==> config.mk <==
export PLATFORM = sky130hd
export DESIGN_NAME = ro_freq_counter
export DESIGN_NICKNAME = d
export VERILOG_FILES = /design/src/rtl/ro_meas_pkg.sv /design/src/rtl/ro_sync_edge.sv /design/src/rtl/ro_freq_counter.sv
export SDC_FILE = /design/constraint.sdc
export NUM_CORES = 1
export LEC_CHECK = 0
export CAP_MARGIN = 25
export CORE_AREA = 2 2 88 90
export DETAILED_ROUTE_END_ITERATION = 6
export DIE_AREA = 0 0 90 92
export PLACE_DENSITY = 0.78
export SYNTH_ARGS = -nofsm -noshare
export SYNTH_HDL_FRONTEND = slang
export SYNTH_SLANG_ARGS = --single-unit
==> constraint.sdc <==
create_clock -name clk -period 3.53 [get_ports clk]
set_input_delay 0.706 -clock clk [delete_from_list [all_inputs] [get_ports clk]]
set_output_delay 0.706 -clock clk [all_outputs]
set_load 0.01 [all_outputs]
==> src/rtl/ro_meas_pkg.sv <==
// Shared types and helpers for the ring-oscillator frequency meter.
package ro_meas_pkg;

  // Measurement sequencer states.
  typedef enum logic [1:0] {
    ST_IDLE = 2'd0,
    ST_GATE = 2'd1,
    ST_DONE = 2'd2
  } state_e;

  // Width of a channel index; never narrower than one bit.
  function automatic int ch_w(input int channels);
    return (channels > 1) ? $clog2(channels) : 1;
  endfunction

endpackage

==> src/rtl/ro_sync_edge.sv <==
// Multi-flop synchroniser for one asynchronous ring-derived signal, followed
// by a rising-edge detector producing a single-cycle pulse per synced edge.
module ro_sync_edge #(
  parameter int SYNC_STAGES = 2
) (
  input  logic clk,
  input  logic reset,
  input  logic async_i,
  output logic rise_o
);

  logic [SYNC_STAGES-1:0] sync_q;
  logic                   prev_q;

  // Shift the async input through the synchroniser chain and remember the last synced level.
  always_ff @(posedge clk) begin
    if (reset) begin
      sync_q <= '0;
      prev_q <= 1'b0;
    end else begin
      sync_q <= {sync_q[SYNC_STAGES-2:0], async_i};
      prev_q <= sync_q[SYNC_STAGES-1];
    end
  end

  assign rise_o = sync_q[SYNC_STAGES-1] & ~prev_q;

endmodule

==> src/rtl/ro_freq_counter.sv <==
// Frequency meter for a ring-oscillator bank: counts synced rising edges of
// one selected channel over a window of gate_len clk cycles, single-shot or
// continuous. All channels are edge-detected all the time so a channel
// change needs no settling.
module ro_freq_counter
  import ro_meas_pkg::*;
#(
  parameter int  CHANNELS    = 4,
  parameter int  CNT_W       = 16,
  parameter int  GATE_W      = 12,
  parameter int  SYNC_STAGES = 2,
  localparam int CH_W        = ch_w(CHANNELS)
) (
  input  logic                clk,
  input  logic                reset,
  input  logic [CHANNELS-1:0] ro_in,
  input  logic [CH_W-1:0]     ch_sel,
  input  logic [GATE_W-1:0]   gate_len,
  input  logic                mode,
  input  logic                start,
  input  logic                abort,
  output logic                busy,
  output logic                done,
  output logic [CNT_W-1:0]    count,
  output logic                overflow,
  output logic [CH_W-1:0]     ch_out
);

  localparam logic [CNT_W-1:0] CNT_MAX = {CNT_W{1'b1}};

  logic [CHANNELS-1:0] rise_s;
  logic                rise_sel_s;

  state_e              state_q, state_d;
  logic [CH_W-1:0]     ch_q, ch_d;
  logic [GATE_W-1:0]   len_q, len_d;
  logic [GATE_W-1:0]   win_q, win_d;
  logic [CNT_W-1:0]    cnt_q, cnt_d;
  logic                sat_q, sat_d;
  logic [CNT_W-1:0]    count_q, count_d;
  logic                ovf_q, ovf_d;
  logic [CH_W-1:0]     chout_q, chout_d;
  logic                done_q, done_d;
  logic                busy_q, busy_d;

  logic [CNT_W-1:0]    cnt_inc_s;
  logic                sat_inc_s;
  logic                res_load_s;
  logic [CNT_W-1:0]    res_cnt_s;
  logic                res_sat_s;
  logic [CH_W-1:0]     res_ch_s;

  for (genvar g = 0; g < CHANNELS; g++) begin : g_ch
    ro_sync_edge #(.SYNC_STAGES(SYNC_STAGES)) u_sync (
      .clk     (clk),
      .reset   (reset),
      .async_i (ro_in[g]),
      .rise_o  (rise_s[g])
    );
  end

  assign rise_sel_s = rise_s[ch_q];

  // Saturating increment of the edge counter; the sticky flag records a lost edge at full scale.
  always_comb begin
    cnt_inc_s = cnt_q;
    sat_inc_s = sat_q;
    if (rise_sel_s) begin
      if (cnt_q == CNT_MAX) begin
        sat_inc_s = 1'b1;
      end else begin
        cnt_inc_s = cnt_q + CNT_W'(1);
      end
    end else begin
      cnt_inc_s = cnt_q;
    end
  end

  // Sequencer next-state, counter control and result capture.
  always_comb begin
    state_d    = state_q;
    ch_d       = ch_q;
    len_d      = len_q;
    win_d      = win_q;
    cnt_d      = cnt_q;
    sat_d      = sat_q;
    res_load_s = 1'b0;
    res_cnt_s  = '0;
    res_sat_s  = 1'b0;
    res_ch_s   = ch_q;

    case (state_q)
      ST_IDLE: begin
        if (start && !abort) begin
          ch_d  = ch_sel;
          len_d = gate_len;
          win_d = gate_len;
          cnt_d = '0;
          sat_d = 1'b0;
          if (gate_len == GATE_W'(0)) begin
            // Empty window: report a zero result straight away.
            state_d    = ST_DONE;
            res_load_s = 1'b1;
            res_ch_s   = ch_sel;
          end else begin
            state_d = ST_GATE;
          end
        end else begin
          state_d = ST_IDLE;
        end
      end
      ST_GATE: begin
        if (abort) begin
          state_d = ST_IDLE;
        end else begin
          cnt_d = cnt_inc_s;
          sat_d = sat_inc_s;
          if (win_q == GATE_W'(1)) begin
            // Last gate cycle: its edge is included in the published result.
            state_d    = ST_DONE;
            res_load_s = 1'b1;
            res_cnt_s  = cnt_inc_s;
            res_sat_s  = sat_inc_s;
          end else begin
            win_d = win_q - GATE_W'(1);
          end
        end
      end
      ST_DONE: begin
        if (abort) begin
          state_d = ST_IDLE;
        end else if (mode) begin
          // Continuous: restart with the captured channel and window; edges in this cycle are dropped.
          win_d = len_q;
          cnt_d = '0;
          sat_d = 1'b0;
          if (len_q == GATE_W'(0)) begin
            state_d    = ST_DONE;
            res_load_s = 1'b1;
          end else begin
            state_d = ST_GATE;
          end
        end else begin
          state_d = ST_IDLE;
        end
      end
      default: begin
        state_d = ST_IDLE;
      end
    endcase

    busy_d = (state_d != ST_IDLE);
    done_d = res_load_s;
    if (res_load_s) begin
      count_d = res_cnt_s;
      ovf_d   = res_sat_s;
      chout_d = res_ch_s;
    end else begin
      count_d = count_q;
      ovf_d   = ovf_q;
      chout_d = chout_q;
    end
  end

  // State, counters and registered outputs.
  always_ff @(posedge clk) begin
    if (reset) begin
      state_q <= ST_IDLE;
      ch_q    <= '0;
      len_q   <= '0;
      win_q   <= '0;
      cnt_q   <= '0;
      sat_q   <= 1'b0;
      count_q <= '0;
      ovf_q   <= 1'b0;
      chout_q <= '0;
      done_q  <= 1'b0;
      busy_q  <= 1'b0;
    end else begin
      state_q <= state_d;
      ch_q    <= ch_d;
      len_q   <= len_d;
      win_q   <= win_d;
      cnt_q   <= cnt_d;
      sat_q   <= sat_d;
      count_q <= count_d;
      ovf_q   <= ovf_d;
      chout_q <= chout_d;
      done_q  <= done_d;
      busy_q  <= busy_d;
    end
  end

  assign busy     = busy_q;
  assign done     = done_q;
  assign count    = count_q;
  assign overflow = ovf_q;
  assign ch_out   = chout_q;

endmodule

After elaboration in Yosys (flattened, before gate mapping)
Index checks and enable logic that the tools add are counted.

operators by class
  order comparisons = 1
  reduce and logical (&&, ||, !) cells = 10
  bitwise operators = 8
  muxes and demuxes = 47
  equal/unequal tests = 9
  add/subtract/negate cells = 2
  divide/modulo/power cells = 0
  multipliers = 0
  shift operators = 0

operators with widths
  cell                   count
  $mux 16                9
  $mux 12                5
  $pmux 16 s3            1
  $pmux 12 s3            1
  $logic_not 12->1       2
  $mux 2                 10
  $mux 1                 17
  $add 16x1->16 const B  1
  $eq 16x16->1 const B   1
  $eq 12x1->1 const B    1
  $sub 12x1->12 const B  1
  $ne 2x2->1 const B     5
  $pmux 1 s3             2
  $pmux 2 s3             1
  $reduce_and 6->1       1
  $reduce_and 5->1       1
  $and 1x1->1            4
  $not 1->1              4
  $lt 2x3->1 const B     1
  $reduce_bool 3->1      1
  $bmux 1 s2             1
  $eq 2x1->1 const B     1
  $eq 2x2->1 const B     1
  $logic_not 2->1        1
  4 further kinds        4

storage, ports and cells
  input port bits = 23
  register bits = 78
  ROM bits = 0
  latch bits = 0
  bits in writable memories = 0
  memories = 0

Longest topological paths before layout
  depth after elaboration = 8
  mapped depth = 9
  gate-level depth less buffers = 8

Cells and area by module
Synthesis repeated with hierarchy kept, for this count alone.

unflattened totals
  cell total of the unflattened synthesis = 492
  area total of the unflattened synthesis = 4023.9 um^2

modules (own cells, without submodules)
  module           area an instance (um^2)  instances  cells each
  ro_freq_counter  3673.5                   1          464
  ro_sync_edge     87.6                     4          7

Worst setup path before layout
OpenSTA, ideal clock, no wires.

  path type = input -> register
  start point = input port gate_len[8]
  end point = register count_q[15] (netlist: count[15])
  arrival = 2.367 ns
  path buffers = 1
  data required time = 3.412 ns
  setup slack = 1.046 ns
  cell stages on the path = 7
  path through = or4_4 or4_4 o211a_4 nor2_8 nor2_4 buf_6 o2bb2ai_2

on the way
  longest elaborated chain between the ends = 4

RTL lines
  element               RTL line                text
  from (decl)           ro_freq_counter.sv:18   input logic [GATE_W-1:0] gate_len,
  $logic_not 12->1      ro_freq_counter.sv:100  if (gate_len == GATE_W'(0)) begin
  $mux 1                ro_freq_counter.sv:100
  $mux 1                ro_freq_counter.sv:94   if (start && !abort) begin
  $pmux 1 s3            ro_freq_counter.sv:92   case (state_q)
  to (signal assigned)  ro_freq_counter.sv:186  count_q <= count_d;
  to (decl)             ro_freq_counter.sv:40   logic [CNT_W-1:0] count_q, count_d;

Every way passes these cells.
A chain may end at the register's enable or synchronous reset.

Worst setup path after layout
  start point = input port gate_len[8]
  end point = register count_q[12] (netlist: count[12])

The elaborated chain is that of the path after synthesis.

==> run summary <==
Avg Synthesized Cell Area: 8.66 um2
Die Wd: 90 um
Initial antenna violation count: 0
Max Cap Viol: 0
Clock network fraction of total power: 37.8%
Fmax achieved: 0.369 GHz
Cts bufs inserted: 9
Ys async rst share: 0%
Clock sink count: 78
DRC: 0
Post-synth EDFFs: 0
Core area: 7450 um2
GP Congestion: 0.867
Final nets: 512
Vias in the first global route: 3097
Via-per-instance ratio: 5.79
Final hold vios: 0
Synth Flop Type: dfxtp_1
Setup CP Type: in -> reg
Grt total ovfl: 0
Syn-to-layout area delta: 17.7%
FF/Latch Area: 1560 um2
Final wirelength: 8680 um
Synthesized cell area: 3880 um2
Final Setup Violations: 0
Power Dens Cells: 398 nW/um2
Crit path required time: 3.77 ns
Post-DRT Antenna Nets: 0
Actual transition at the worst max-transition pin: 0.773 ns
CTS Root Cell: clkbuf_8
Sequential power share: 50.9%
Combinational share of power: 11.3%
Cell variety after synth: 65
Status: complete, no violations
First-pass GRT wire length: 14600 um
Multi-input gate area: 2170 um2
Fillers: 689
Sw Share: 26.2%
Yosys top cell by area: dfxtp_1
Final setup TNS: 0 ns
Via count: 3412
Yosys top cell area share: 40.2%
Htree depth: 3
Worst skew pair latency: 0.35 ns
Largest net degree at the start of global routing: 36
Post-CTS setup buffers: 0
Cell leakage power: 1.53 nW
Die H: 92 um
CTS tree: yes
Detailed placement HPWL: 5960 um
Seq/Total Area, Yosys: 40.2%
Ant. Diodes: 0
Final worst-path cycle share: 76.7%
Layout cells sized above 1: 9.86%
Pint: 1.34 mW
Max-slew violations: 0
Yosys reg bits: 78
Clock-pin slew on the worst setup and hold paths: 0.08 ns
Clock Tree Buf Depth: 2
Total Power: 1.82 mW
Mapped Nets: 478
Iter 0 DRT Violations: 187
Gr usage total: 21.4%
Mapped Cells: 448
Hold Buf Count CTS: 0
Post-layout util: 61.3%
CP Data Arrival Time: 2.95 ns
Row Count: 32
Worst hold path class: reg -> reg
Maximum vdd drop: 0.327 mV
Psw: 0.477 mW
Startpoint Class: input port
Initial DRT Pass Iterations: 4
IO buf count: 43
RSZ-0062 raised after global routing: false
Commonest cells in the netlist: dfxtp_1, nand2_1, a21oi_1, nor2_1, clkbuf_1
I/O pin cnt: 44
Fin crit period: 2.71 ns
YS warnings: 0
Post-CTS Resized: 0
Synth area leaders: dfxtp_1, nand2_1, a21oi_1
Clock skew: 0.0139 ns
Die Area: 8280 um2
Most common cell in the netlist: dfxtp_1
Crit. End Element: flop
Worst-path maximum fanout: 17
Slew margin rel.: 48.5%
Per-cell routed wire length: 14.7 um
Initial core utilization: 52.1%
logic make-up after synthesis:
group,synth area share [%]
compound gates,20.7
flops,40.2
xor+xnor,3.84
buf+inv,3.74
simple gates,26.8
mux,2.45
fa+ha+maj,2.26
sequential cells by signal, summed over array words and instances (netlist names):
signal              cells
cnt_q                  16
count                  16
len_q                  12
win_q                  12
g_ch.u_sync.sync_q      8
g_ch.u_sync.prev_q      4
ch_out                  2
ch_q                    2
state_q                 2
busy                    1
done                    1
overflow                1
sat_q                   1
placed cells by master (no fill, tap or decap), drive strengths merged, types with 7 or more instances in the layout:
| cell | n |
|---|---|
| a21oi | 36 |
| a31oi | 12 |
| buf | 7 |
| clkbuf | 10 |
| clkdlybuf4s50 | 42 |
| dfxtp | 78 |
| ha | 7 |
| inv | 8 |
| nand2 | 67 |
| nand2b | 8 |
| nand3 | 17 |
| nand4 | 9 |
| nor2 | 34 |
| nor2b | 16 |
| nor3 | 10 |
| o21ai | 9 |
| o2bb2ai | 17 |
| or3 | 11 |
| xor2 | 12 |
power by group through the flow:
stage | clock network (mW) | registers (mW) | logic [mW]
after floorplan | 0 | 0.938 | 0.142
after global placement | 0 | 0.944 | 0.199
after detailed placement | 0 | 0.945 | 0.203
after global routing | 0.738 | 0.928 | 0.225
final | 0.686 | 0.925 | 0.206
after CTS | 0.698 | 0.924 | 0.205
critical path, cell delays in order:
cell and delay [ns]:
clkdlybuf4s50_1 0.47, or4_4 0.56, or4_4 0.56, o211a_4 0.19
nor2_8 0.12, nor2_4 0.13, a21o_1 0.21
path summary, 6_finish.rpt:
| kind | from | to | slack, ns | cells after the start |
|---|---|---|---|---|
| setup / recovery | gate_len[8] | count[12]$_SDFFE_PP0P_ | 0.82 | 7 |
| hold / removal | g_ch[3].u_sync.sync_q[0]$_SDFF_PP0_ | g_ch[3].u_sync.sync_q[1]$_SDFF_PP0_ | 0.44 | 1 |
| setup reg to reg | state_q[0]$_SDFF_PP0_ | cnt_q[5]$_SDFFE_PP0P_ | 1.04 | 6 |
| hold reg to reg | g_ch[3].u_sync.sync_q[0]$_SDFF_PP0_ | g_ch[3].u_sync.sync_q[1]$_SDFF_PP0_ | 0.44 | 1 |
metrics by stage:
stage	setup WS, ns	area [um2]	hold WS (ns)	std cells
2_1_floorplan	1.05	3880	0.414	448
3_3_place_gp	0.510	4360	0.419	573
3_5_place_dp	0.459	4360	0.424	573
4_1_cts	0.835	4570	0.443	589
5_1_grt	0.646	4570	0.466	589
6_report	0.821	4570	0.445	589
routing by layer:
layer / GRT usage [%] / vias up / share of wire (%)
li1: - / 1691 / -
met2: 35.0 / 101 / 47
met4: 8.72 / 0 / 1.7
met3: 3.20 / 12 / 5.8
met1: 28.6 / 1608 / 45
met5: 0 / - / 0
final cells by class:
cell class,count,share of cell area [%]
clock buffer,10,3.01
sequential,78,34.2
inverter,7,0.575
timing repair buffer,49,10.3
multi-input combinational,337,47.6
tap,102,2.79
clock inverter,6,1.51
Note: power is estimated with default switching activity, not from simulation.
